### config.mk
export PLATFORM = sky130hd
export DESIGN_NAME = mul_dispatcher
export DESIGN_NICKNAME = d
export VERILOG_FILES = /design/src/rtl/mul_pkg.sv /design/src/rtl/op_fifo.sv /design/src/rtl/mul_dispatcher.sv
export SDC_FILE = /design/constraint.sdc
export NUM_CORES = 1
export LEC_CHECK = 0
export ABC_AREA = 1
export CAP_MARGIN = 20
export CORE_MARGIN = 2
export CORE_UTILIZATION = 57
export DETAILED_ROUTE_END_ITERATION = 10
export GPL_ROUTABILITY_DRIVEN = 1
export PLACE_DENSITY = 0.94
export SLEW_MARGIN = 30
export SYNTH_ARGS = -nofsm -noshare
export SYNTH_HDL_FRONTEND = slang
export SYNTH_SLANG_ARGS = --single-unit
### constraint.sdc
create_clock -name clk -period 6.45 [get_ports clk]
set_input_delay 0.645 -clock clk [delete_from_list [all_inputs] [get_ports clk]]
set_output_delay 0.645 -clock clk [all_outputs]
set_load 0.02 [all_outputs]
### src/rtl/mul_pkg.sv
// Shared types and defaults for the multiplier dispatcher and its operand FIFO.
package mul_pkg;

  localparam int MUL_LEN   = 32;
  localparam int MUL_TAG_W = 4;

  typedef enum logic [1:0] {
    ST_IDLE,
    ST_ISSUE,
    ST_WAIT
  } mul_state_e;

  // Entry layout follows the package defaults; LEN/TAG_W overrides must track them.
  typedef struct packed {
    logic [MUL_LEN-1:0]   multiplicand;
    logic [MUL_LEN-1:0]   multiplier;
    logic [MUL_TAG_W-1:0] tag;
  } fifo_entry_t;

endpackage

### src/rtl/op_fifo.sv
// Synchronous operand FIFO: registered write, head visible the cycle after a push.
module op_fifo
  import mul_pkg::*;
#(
  parameter int DEPTH = 4
) (
  input  logic                     clk,
  input  logic                     rstn,
  input  logic                     push,
  input  fifo_entry_t              wdata,
  input  logic                     pop,
  output fifo_entry_t              rdata,
  output logic [$clog2(DEPTH):0]   count,
  output logic                     full,
  output logic                     empty
);

  localparam int PW = $clog2(DEPTH);

  fifo_entry_t     mem [DEPTH];
  logic [PW-1:0]   wr_ptr;
  logic [PW-1:0]   rd_ptr;
  logic            do_push;
  logic            do_pop;

  assign full    = (count == ($clog2(DEPTH)+1)'(DEPTH));
  assign empty   = (count == '0);
  // A full FIFO refuses pushes even when a pop frees a slot this cycle.
  assign do_push = push & ~full;
  assign do_pop  = pop & ~empty;
  assign rdata   = mem[rd_ptr];

  always_ff @(posedge clk) begin
    if (do_push) mem[wr_ptr] <= wdata;
  end

  always_ff @(posedge clk or negedge rstn) begin
    if (!rstn) begin
      wr_ptr <= '0;
      rd_ptr <= '0;
      count  <= '0;
    end else begin
      if (do_push) wr_ptr <= wr_ptr + 1'b1;
      if (do_pop)  rd_ptr <= rd_ptr + 1'b1;
      if (do_push && !do_pop)      count <= count + 1'b1;
      else if (!do_push && do_pop) count <= count - 1'b1;
    end
  end

endmodule

### src/rtl/mul_dispatcher.sv
// Feeds queued operand pairs to a shift-add multiplier one job at a time and
// returns each product in a tagged valid/ready slot, with a hang watchdog.
module mul_dispatcher
  import mul_pkg::*;
#(
  parameter int LEN     = MUL_LEN,
  parameter int DEPTH   = 4,
  parameter int TAG_W   = MUL_TAG_W,
  parameter int TIMEOUT = 256
) (
  input  logic             clk,
  input  logic             rstn,
  input  logic             in_valid,
  output logic             in_ready,
  input  logic [LEN-1:0]   in_multiplicand,
  input  logic [LEN-1:0]   in_multiplier,
  output logic             mul_start,
  output logic [LEN-1:0]   mul_multiplicand,
  output logic [LEN-1:0]   mul_multiplier,
  input  logic [2*LEN-1:0] mul_product,
  input  logic             mul_finish,
  output logic             out_valid,
  input  logic             out_ready,
  output logic [2*LEN-1:0] out_product,
  output logic [TAG_W-1:0] out_tag,
  output logic             out_err,
  output logic             busy
);

  localparam int WD = $clog2(TIMEOUT);
  localparam int CW = $clog2(DEPTH) + 1;

  // Handshakes: a transfer happens on a rising edge where valid & ready are
  // both high; valid never depends on ready, and data holds while valid waits.

  mul_state_e         state;
  fifo_entry_t        push_entry;
  fifo_entry_t        head;
  logic [CW-1:0]      fifo_count;
  logic               fifo_full;
  logic               fifo_empty;
  logic               push_fire;
  logic               pop_fire;
  logic [TAG_W-1:0]   in_tag;
  logic [TAG_W-1:0]   job_tag;
  logic [WD-1:0]      wdog;

  assign in_ready  = ~fifo_full;
  assign push_fire = in_valid & in_ready;
  assign pop_fire  = (state == ST_IDLE) & ~fifo_empty & ~out_valid;
  assign busy      = (state != ST_IDLE) | (fifo_count != '0) | out_valid;

  always_comb begin
    push_entry              = '0;
    push_entry.multiplicand = in_multiplicand;
    push_entry.multiplier   = in_multiplier;
    push_entry.tag          = in_tag;
  end

  op_fifo #(.DEPTH(DEPTH)) u_fifo (
    .clk   (clk),
    .rstn  (rstn),
    .push  (push_fire),
    .wdata (push_entry),
    .pop   (pop_fire),
    .rdata (head),
    .count (fifo_count),
    .full  (fifo_full),
    .empty (fifo_empty)
  );

  always_ff @(posedge clk or negedge rstn) begin
    if (!rstn) begin
      in_tag <= '0;
    end else if (push_fire) begin
      in_tag <= in_tag + 1'b1;
    end
  end

  always_ff @(posedge clk or negedge rstn) begin
    if (!rstn) begin
      state            <= ST_IDLE;
      mul_start        <= 1'b0;
      mul_multiplicand <= '0;
      mul_multiplier   <= '0;
      job_tag          <= '0;
      wdog             <= '0;
      out_valid        <= 1'b0;
      out_product      <= '0;
      out_tag          <= '0;
      out_err          <= 1'b0;
    end else begin
      if (out_valid && out_ready) out_valid <= 1'b0;
      case (state)
        ST_IDLE: begin
          if (pop_fire) begin
            mul_multiplicand <= head.multiplicand;
            mul_multiplier   <= head.multiplier;
            job_tag          <= head.tag;
            mul_start        <= 1'b1;
            state            <= ST_ISSUE;
          end
        end
        ST_ISSUE: begin
          mul_start <= 1'b0;
          wdog      <= '0;
          state     <= ST_WAIT;
        end
        ST_WAIT: begin
          wdog <= wdog + 1'b1;
          if (mul_finish) begin
            out_product <= mul_product;
            out_err     <= 1'b0;
            out_tag     <= job_tag;
            out_valid   <= 1'b1;
            state       <= ST_IDLE;
          end else if (wdog == WD'(TIMEOUT - 1)) begin
            // Abort lands exactly TIMEOUT cycles after WAIT was entered.
            out_product <= '0;
            out_err     <= 1'b1;
            out_tag     <= job_tag;
            out_valid   <= 1'b1;
            state       <= ST_IDLE;
          end
        end
        default: state <= ST_IDLE;
      endcase
    end
  end

endmodule

==> metrics.md, run 1 <==
| Metric | Value |
|---|---|
| Hold WS | `0.164 ns` |
| Core area | `0.0288 mm²` |
| Register area share after synthesis | `73.0%` |
| FF-to-FF setup slack | `roughly 3.2 ns` |
| DIE AREA | `between 0.03 and 0.04 mm²` |
| Switching share of power | `37.5%` |
| Chip Height | `around 180 µm` |
| 1st-pass router iterations | `5` |
| Yosys cell types | `29` |
| Detail Route Antenna Nets | `0` |
| Clock Sinks | `432` |
| Status | `finished clean` |
| Max Buffers Root-to-Sink | `3` |
| Boundary pin count | `270` |
| Placer Congestion | `around 0.78` |
| Post-synth top flop | `edfxtp_1` |
| P_sw | `between 4 and 5 mW` |
| Mean Syn Cell Area | `around 12 µm²` |
| Power Total | `10.7 mW` |
| CP startpoint kind | `flop` |
| Critical Path Sink | `mul_multiplicand[31]` |
| Fin. Hold Viols | `0` |
| CP endpoint kind | `flop` |
| Number of DRC markers in iteration 0 | `around 1.2k` |
| Hold buffer count at CTS | `0` |
| Clock skew | `between 0.02 and 0.03 ns` |
| Overflow after GRT | `0` |
| Syn Inst Count | `between 1k and 1.5k` |
| Critical Path Start | `state[0]` |
| Max FO, Critical Path | `roughly 70` |
| CTS root buf | `clkbuf_16` |
| Reg power frac | `between 40% and 50%` |
| Max Fclk | `around 310 MHz` |
| Fraction of layout cells with a size suffix above 1 | `under 10%` |
| Chip width | `about 180 µm` |
| Quantity of I/O buffers inserted on ports | `about 270` |
| Final Max Tran Viols | `0` |
| Max-cap viol count | `0` |
| Syn Nets | `between 1.5k and 2k` |
| Via count | `approximately 12k` |
| Reg clk slew, reported paths | `0.06 ns` |
| Largest net degree at the start of global routing | `106` |
| Drt drc | `0` |
| Internal cell power | `6.69 mW` |
| Crit Path Category | `flop to flop` |
| H-tree depth | `2` |
| Cts bufs inserted | `42` |
| Worst R2R End | `mul_multiplicand[31]` |
| WP data arrival | `~3.7 ns` |
| Crit share post-route | `49.9%` |
| Leak Pwr | `8.14 nW` |
| Slew HR | `about 35%` |
| Combinational share of power | `37.3%` |
| RSZ-0062 raised after global routing | `no` |
| Fillers | `1751` |
| Setup bufs post-CTS | `0` |
| Final #Nets | `between 1.5k and 2k` |
| Clock share of power | `~22%` |
| # rows | `between 60 and 70` |
| Pwr Density | `between 500 and 600 mW/mm²` |
| Resized cells post-CTS | `0` |
| Reg2Reg Depth | `9` |
| Hold Path Class | `input pin to asynchronous set/reset pin` |
| DPL Wire Length | `between 20000 and 25000 µm` |
| Worst Max-Slew Pin Slew | `0.980 ns` |
| Final setup vio count | `0` |
| Vias in the first global route | `roughly 12k` |
| Final wirelength | `40300 µm` |
| Starting Density | `around 58%` |
| Worst skew pair latency | `about 0.55 ns` |
| Worst IR Drop VDD | `about 0.33 mV` |
| Syn-to-layout area delta | `24.9%` |
| R2r startpoint | `state[0]` |
| Ys Warns | `0` |
| First-pass GRT wire length | `roughly 62000 µm` |
| CTS tree | `yes` |
| Post-Syn Area | `about 0.017 mm²` |
| Req. time, crit path | `around 6.9 ns` |
| Tot GR Track Use | `around 26%` |
| FF+latch count, synth | `approximately 430` |
| Drt wl/cell | `about 19 µm` |
| EDFF count, synth | `roughly 270` |
| Vias per inst | `roughly 5.5` |
| Post-synth ARST share | `37.0%` |
| Min cycle time layout | `roughly 3.2 ns` |
| Antenna violations before repair | `3` |
| Setup TNS | `0 ns` |
[metrics by stage]
stage / area, µm² / utilization, % / worst slack (ns) / cells
6_report: 20800 / 72.4 / 3.23 / 2109
5_1_grt: 20800 / 72.4 / 3.10 / 2108
4_1_cts: 20800 / 72.3 / 3.36 / 2108
3_5_place_dp: 19500 / 67.6 / 3.27 / 2031
3_3_place_gp: 19500 / 67.6 / 3.30 / 2031
2_1_floorplan: 16700 / - / 2.25 / 1443
[logic make-up (layout without fill, tap and decap cells)]
group,Yosys count,after routing,synth area share (%)
other,0,1,0
adders and majority gates,12,12,0.945
AOI/OAI and AO/OA,216,216,6.55
buffers and inverters,100,381,3.59
and+or+nand+nor,674,674,15.5
xor gates and xnor gates,9,9,0.473
DFF,432,432,73.0
[worst min-delay path by stage]
stage | slack [ns] | from | end
floorplan | 0.35 | rstn | in_tag[0]
global placement | 0.45 | out_product[50] | out_product[50]
detailed placement | 0.46 | out_tag[2] | out_tag[2]
CTS | 0.21 | rstn | mul_multiplier[27]
global route | 0.22 | rstn | mul_multiplier[27]
finish | 0.16 | rstn | mul_multiplier[27]
[cell usage in the layout, fill, tap and decap left out, types with 5 or more instances in the layout]
master	n
xor2_1	5
nor2_1	421
inv_1	21
edfxtp_1	272
ha_1	11
nand2_1	224
o21ai_0	111
nand3_1	12
dfrtp_1	158
clkbuf_1	13
clkbuf_16	43
clkdlybuf4s50_1	268
buf_4	5
o21ai_1	29
a21oi_1	73
clkinv_2	8
clkbuf_8	8
[flip-flops by register name, indices dropped and copies added, names as in the netlist]
register and flops:
job_tag 4, mul_start 1, u_fifo.count 3, state 2, out_product 64, out_err 1, in_tag 4, out_valid 1
mul_multiplicand 32, out_tag 4, mul_multiplier 32, u_fifo.rd_ptr 2, wdog 8, u_fifo.mem 272, u_fifo.wr_ptr 2
[cell type report]
class	count	area, µm²	share of cell area (%)
Sequential cell	432	12200	58.5
Multi-Input combinational cell	911	3940	18.9
Timing Repair Buffer	278	2780	13.3
Clock buffer	63	1220	5.86
Tap cell	384	480	2.31
Clock inverter	14	128	0.613
Inverter	26	101	0.486
Antenna cell	1	2.50	0.0120
[critical path, stage by stage (launching register included)]
cell,delay (ns)
dfrtp_1,0.41
inv_1,0.12
ha_1,0.17
inv_1,0.05
nor2_2,0.14
nand2_4,0.52
inv_2,0.62
buf_4,0.63
nor2_1,0.14
a21oi_1,0.21
[power groups by stage]
stage	combinational [mW]	clock, mW	sequential (mW)
detailed placement	3.96	0	4.35
floorplan	2.03	0	4.70
finish	4.00	2.40	4.32
global route	4.37	2.55	4.39
CTS	4.00	2.42	4.31
global placement	3.75	0	4.31
[synthesized netlist by cell type (3+ instances only)]
cell / number / area (µm²)
nor2_1: 425 / 1600
a21oi_2: 3 / 26.3
nor2_2: 4 / 25.0
buf_6: 13 / 146
a21oi_1: 73 / 365
inv_1: 22 / 82.6
edfxtp_1: 272 / 8170
buf_2: 26 / 130
o21ai_1: 29 / 145
o21ai_0: 111 / 556
inv_2: 4 / 15.0
buf_4: 10 / 75.1
xnor2_1: 4 / 35.0
ha_1: 11 / 138
nand3_1: 12 / 60.1
clkbuf_2: 5 / 25.0
clkbuf_1: 14 / 52.6
buf_8: 3 / 45.0
xor2_1: 5 / 43.8
nor3_1: 3 / 15.0
nand2_1: 224 / 841
dfrtp_1: 160 / 4000
nand2_2: 3 / 18.8
[routing by layer]
| layer | share of wire, % | up-vias | GRT usage (%) |
|---|---|---|---|
| li1 | - | 5306 | - |
| met1 | 38 | 5617 | 31.9 |
| met2 | 52 | 611 | 46.5 |
| met3 | 8.4 | 70 | 5.11 |
| met4 | 2.3 | 4 | 7.95 |
| met5 | 0.064 | - | 0 |
No activity file was read; power rests on OpenSTA's default activity.
==> run 2: changes to the inputs <==
Settings changed: CORE_UTILIZATION 57 to 53, PLACE_DENSITY 0.94 to 0.89.
Clock period 6.45 ns to 3.4 ns, I/O delays scaled along.
==> metrics.md, run 2 (synthesized netlist as in run 1, its figures left out) <==
| Metric | Value |
|---|---|
| Status | `finished clean` |
| Crit path cell chain | `inv_1 > ha_1 > inv_1 > nor2_2 > nand4_1 > clkdlybuf4s50_1` |
| Final Max Tran Viols | `0` |
| Hold buffer count at CTS | `1` |
| Starting Density | `between 50% and 60%` |
| Final wirelength | `roughly 40000 µm` |
| Slew HR | `about 51%` |
| Crit Path Category | `flop to output pin` |
| Most common cell after layout, fill and taps aside | `nor2_1` |
| Syn-to-layout area delta | `26.8%` |
| Slowest CP cell | `clkdlybuf4s50_1` |
| Cts bufs inserted | `43` |
| CTS tree | `yes` |
| Number of DRC markers in iteration 0 | `approximately 1.1k` |
| Final #Nets | `between 1.5k and 2k` |
| Hold WS | `0.355 ns` |
| RSZ-0062 raised after global routing | `no` |
| DIE AREA | `between 0.03 and 0.04 mm²` |
| Biggest register | `u_fifo.mem` |
| 1st-pass router iterations | `5` |
| # rows | `64` |
| Final setup vio count | `0` |
| Via count | `11.5k` |
| Min cycle time layout | `roughly 2.4 ns` |
| Boundary pin count | `270` |
| Most frequent CP cell | `inv_1` |
| Chip Height | `about 180 µm` |
| Max stage delay on crit path | `between 0.5 and 0.6 ns` |
| Worst Max-Slew Pin Slew | `approximately 0.73 ns` |
| Vias in the first global route | `11.7k` |
| CP startpoint kind | `flop` |
| Vias per inst | `roughly 5.4` |
| Quantity of I/O buffers inserted on ports | `approximately 270` |
| Drt drc | `0` |
| Biggest regs | `u_fifo.mem: 272 flops, out_product: 64 flops` |
| CP endpoint kind | `output pin` |
| Setup bufs post-CTS | `0` |
| Pwr Density | `around 980 mW/mm²` |
| DPL Wire Length | `between 20000 and 25000 µm` |
| WP data arrival | `2.11 ns` |
| Clock Sinks | `432` |
| Switching share of power | `roughly 37%` |
| Reg power frac | `roughly two fifths` |
| Drt wl/cell | `around 19 µm` |
| Max-cap viol count | `0` |
| Largest net degree at the start of global routing | `88` |
| Detail Route Antenna Nets | `0` |
| Crit share post-route | `71.9%` |
| Largest register FFs | `between 200 and 300` |
| Worst skew pair latency | `0.54 ns` |
| Antenna cells | `0` |
| Max FO, Critical Path | `3` |
| Most frequent cells in the layout | `421 x nor2_1, 272 x edfxtp_1, 268 x clkdlybuf4s50_1, 224 x nand2_1, 158 x dfrtp_1` |
| Internal cell power | `between 10 and 15 mW` |
| Overflow after GRT | `0` |
| Core area | `0.0308 mm²` |
| Setup TNS | `0 ns` |
| Leak Pwr | `roughly 8.3 nW` |
| Fin. Hold Viols | `0` |
| P_sw | `about 7.6 mW` |
| Combinational share of power | `36.9%` |
| Chip width | `around 180 µm` |
| First-pass GRT wire length | `roughly 63000 µm` |
| Reg clk slew, reported paths | `about 0.06 ns` |
| Tot GR Track Use | `about 24%` |
| FF-to-FF setup slack | `~1.2 ns` |
| H-tree depth | `2` |
| Req. time, crit path | `3.06 ns` |
| Clock share of power | `a little under a quarter` |
| Max Buffers Root-to-Sink | `3` |
| Placer Congestion | `between 0.7 and 0.8` |
| Hold Path Class | `input pin to flop` |
| Worst IR Drop VDD | `slightly below 0.7 mV` |
| CTS root buf | `clkbuf_16` |
| Max Fclk | `~410 MHz` |
| Fraction of layout cells with a size suffix above 1 | `6.10%` |
| Resized cells post-CTS | `0` |
| Clock skew | `about 0.016 ns` |
| Antenna violations before repair | `1` |
[run 2: metal layers]
metal	track usage, %	vias to the layer above	wire, µm
met4	6.93	2	899
met1	30.5	5592	15500
met5	0	-	15
li1	-	5327	-
met3	4.55	74	3150
met2	43.6	521	20600
[run 2: stage by stage]
stage | area, µm² | util, % | cells | setup WS [ns] | power, mW
global route | 21100 | 68.6 | 2133 | 0.829 | 21.8
global placement | 19700 | 63.8 | 2053 | 1.00 | 15.5
floorplan | 16700 | - | 1443 | -0.798 | 12.8
detailed placement | 19700 | 63.8 | 2053 | 1.04 | 15.9
finish | 21100 | 68.6 | 2133 | 0.955 | 20.6
CTS | 21100 | 68.6 | 2133 | 0.924 | 20.8
[run 2: path summary, 6_finish.rpt]
path	startpoint	endpoint	cells past startpoint
worst min register to register	out_product[30]	out_product[30]	2
worst min-delay path	mul_product[31]	out_product[31]	3
worst max register to register	u_fifo.rd_ptr[0]	mul_multiplicand[13]	6
max in group asynchronous	rstn	out_product[39]	3
worst max-delay path	state[0]	busy	6
min in group asynchronous	rstn	mul_multiplier[26]	2
[run 2: worst max-delay path: cells and delay by family, from the launching register on]
kind          cells  cell delay [ns]
simple gates      2             0.26
flops             1             0.40
buf+inv           3             0.73
fa+ha+maj         1             0.19
[run 2: power groups by stage]
stage,Sequential (mW),Clock [mW],Combinational [mW]
floorplan,8.92,0,3.86
global placement,8.21,0,7.29
detailed placement,8.29,0,7.62
CTS,8.22,4.87,7.68
global route,8.37,5.10,8.36
finish,8.22,4.80,7.61
[run 2: area by class of cell]
cell class	instances	area, µm²
clock buffer	60	1240
clock inverter	19	211
fill	2060	9690
inverter	26	100
multi-input combinational	911	3940
sequential	432	12200
tap	396	495
timing repair buffer	289	2970
==> run 3: changes to the inputs <==
Clock period 3.4 ns to 2.3 ns, I/O delays scaled along.
==> metrics.md, run 3 (synthesized netlist as in run 1, its figures left out) <==
| Metric | Value |
|---|---|
| Status | `finished clean` |
| Via count | `11.7k` |
| Crit Path Category | `flop to output pin` |
| Detail Route Antenna Nets | `0` |
| Final #Nets | `around 1.9k` |
| Fin. Hold Viols | `0` |
| Max stage delay on crit path | `0.40 ns` |
| Final Max Tran Viols | `0` |
| Number of DRC markers in iteration 0 | `approximately 900` |
| Final wirelength | `40200 µm` |
| Reg clk slew, reported paths | `~0.060 ns` |
| Placer Congestion | `0.775` |
| Tot GR Track Use | `between 20% and 30%` |
| DIE AREA | `approximately 0.033 mm²` |
| Pwr Density | `about 1400 mW/mm²` |
| Max-cap viol count | `0` |
| Quantity of I/O buffers inserted on ports | `~270` |
| Hold Path Class | `input pin to flop` |
| Hold path start | `mul_product[41]` |
| Max FO, Critical Path | `3` |
| Biggest register | `u_fifo.mem` |
| Req. time, crit path | `2.07 ns` |
| Most common cell after layout, fill and taps aside | `nor2_1` |
| Chip width | `181 µm` |
| Biggest regs | `u_fifo.mem: 272 flops, out_product: 64 flops` |
| Worst IR Drop VDD | `1.03 mV` |
| Overflow after GRT | `0` |
| Min cycle time layout | `~2.1 ns` |
| 1st-pass router iterations | `6` |
| Vias per inst | `5.45` |
| Leak Pwr | `about 8.3 nW` |
| CTS root buf | `clkbuf_16` |
| CP endpoint kind | `output pin` |
| RSZ-0062 raised after global routing | `no` |
| Most frequent cells in the layout | `421 x nor2_1, 272 x edfxtp_1, 267 x clkdlybuf4s50_1, 224 x nand2_1, 158 x dfrtp_1` |
| CTS tree | `yes` |
| Chip Height | `181 µm` |
| Final setup vio count | `0` |
| Most frequent CP cell | `inv_1` |
| Drt wl/cell | `18.8 µm` |
| Pre-CTS setup slack | `around 0.23 ns` |
| H-tree depth | `2` |
| Core area | `between 0.03 and 0.04 mm²` |
| Max Fclk | `around 480 MHz` |
| Cts bufs inserted | `43` |
| Clock Sinks | `432` |
| Starting Density | `54.1%` |
| Max Buffers Root-to-Sink | `3` |
| Clock skew | `about 0.012 ns` |
| Fraction of layout cells with a size suffix above 1 | `6.53%` |
| First-pass GRT wire length | `approximately 63000 µm` |
| Critical Path Start | `state[0]` |
| Vias in the first global route | `approximately 12k` |
| Fin worst setup slack | `between 0.15 and 0.2 ns` |
| DPL Wire Length | `~24000 µm` |
| Slowest CP cell | `dfrtp_1` |
| Final Instance Area | `0.0212 mm²` |
| Drt drc | `0` |
| Worst skew pair latency | `around 0.54 ns` |
| CP startpoint kind | `flop` |
| Cell Area, Placed | `between 0.015 and 0.02 mm²` |
| Non-filler cells, final | `between 2k and 2.5k` |
| Crit path cell chain | `inv_1 > ha_1 > inv_1 > nor2_2 > nand4_1 > dlygate4sd2_1` |
| Crit share post-route | `between 90% and 100%` |
| # rows | `64` |
| WP data arrival | `between 1.5 and 2 ns` |
| R2r startpoint | `state[0]` |
| Worst Max-Slew Pin Slew | `around 0.62 ns` |
| Fillers | `2044` |
| Largest net degree at the start of global routing | `between 70 and 80` |
| Slew HR | `58.4%` |
| Largest register FFs | `around 270` |
| Boundary pin count | `270` |
| Syn-to-layout area delta | `27.2%` |
| Setup TNS | `0 ns` |
| Antenna violations before repair | `4` |
| Cell Count Post-Placement | `about 2.1k` |
run 3: area by class of cell:
type | count | area, µm² | share of cell area, %
Multi-Input combinational cell | 911 | 3950 | 18.6
Antenna cell | 2 | 5.00 | 0.0236
Tap cell | 396 | 495 | 2.33
Inverter | 26 | 100 | 0.472
Timing Repair Buffer | 296 | 3100 | 14.6
Sequential cell | 432 | 12200 | 57.4
Clock buffer | 60 | 1200 | 5.66
Clock inverter | 20 | 188 | 0.884
run 3: layer usage:
layer | GRT usage [%] | wire length (µm) | vias up
met5 | 0 | 27 | -
met4 | 8.81 | 1060 | 4
met3 | 5.90 | 3470 | 89
met2 | 42.8 | 20400 | 554
met1 | 30.3 | 15200 | 5673
li1 | - | - | 5350
run 3: power by group:
part | internal, mW | leakage [nW] | total (mW) | switching (mW)
Combinational | 4.44 | 3.22 | 11.5 | 7.06
Sequential | 10.8 | 4.40 | 12.1 | 1.36
Clock | 4.00 | 0.685 | 6.87 | 2.87
Total | 19.2 | 8.31 | 30.5 | 11.3
run 3: critical path: cells and delay by family (launching register included):
| family | cells | cell delay (ns) |
|---|---|---|
| fa+ha+maj | 1 | 0.18 |
| buf+inv | 3 | 0.51 |
| flops | 1 | 0.40 |
| simple gates | 2 | 0.25 |
run 3: final timing paths:
check	end	slack, ns	cells after the start
worst min register to register	out_tag[1]	0.47	2
max in group asynchronous	out_product[49]	1.40	3
min in group asynchronous	mul_multiplier[29]	0.26	2
worst min-delay path	out_product[41]	0.25	3
worst max register to register	mul_multiplicand[6]	0.24	10
worst max-delay path	busy	0.20	6
run 3: timing repair:
action / CTS / global route
gates resized for setup: 1 / 0
buffers inserted: 0 / 0
endpoints found under the setup margin: 1 / 0
hold buffers: 1 / 0
endpoints found under the hold margin: 50 / 0
run 3: metrics by stage:
step	util, %	hold slack (ns)	total power [mW]
global route	68.8	0.249	32.3
detailed placement	64.3	0.263	23.7
global placement	64.3	0.265	23.1
CTS	68.8	0.227	30.7
floorplan	-	-0.0656	18.9
finish	68.8	0.246	30.5
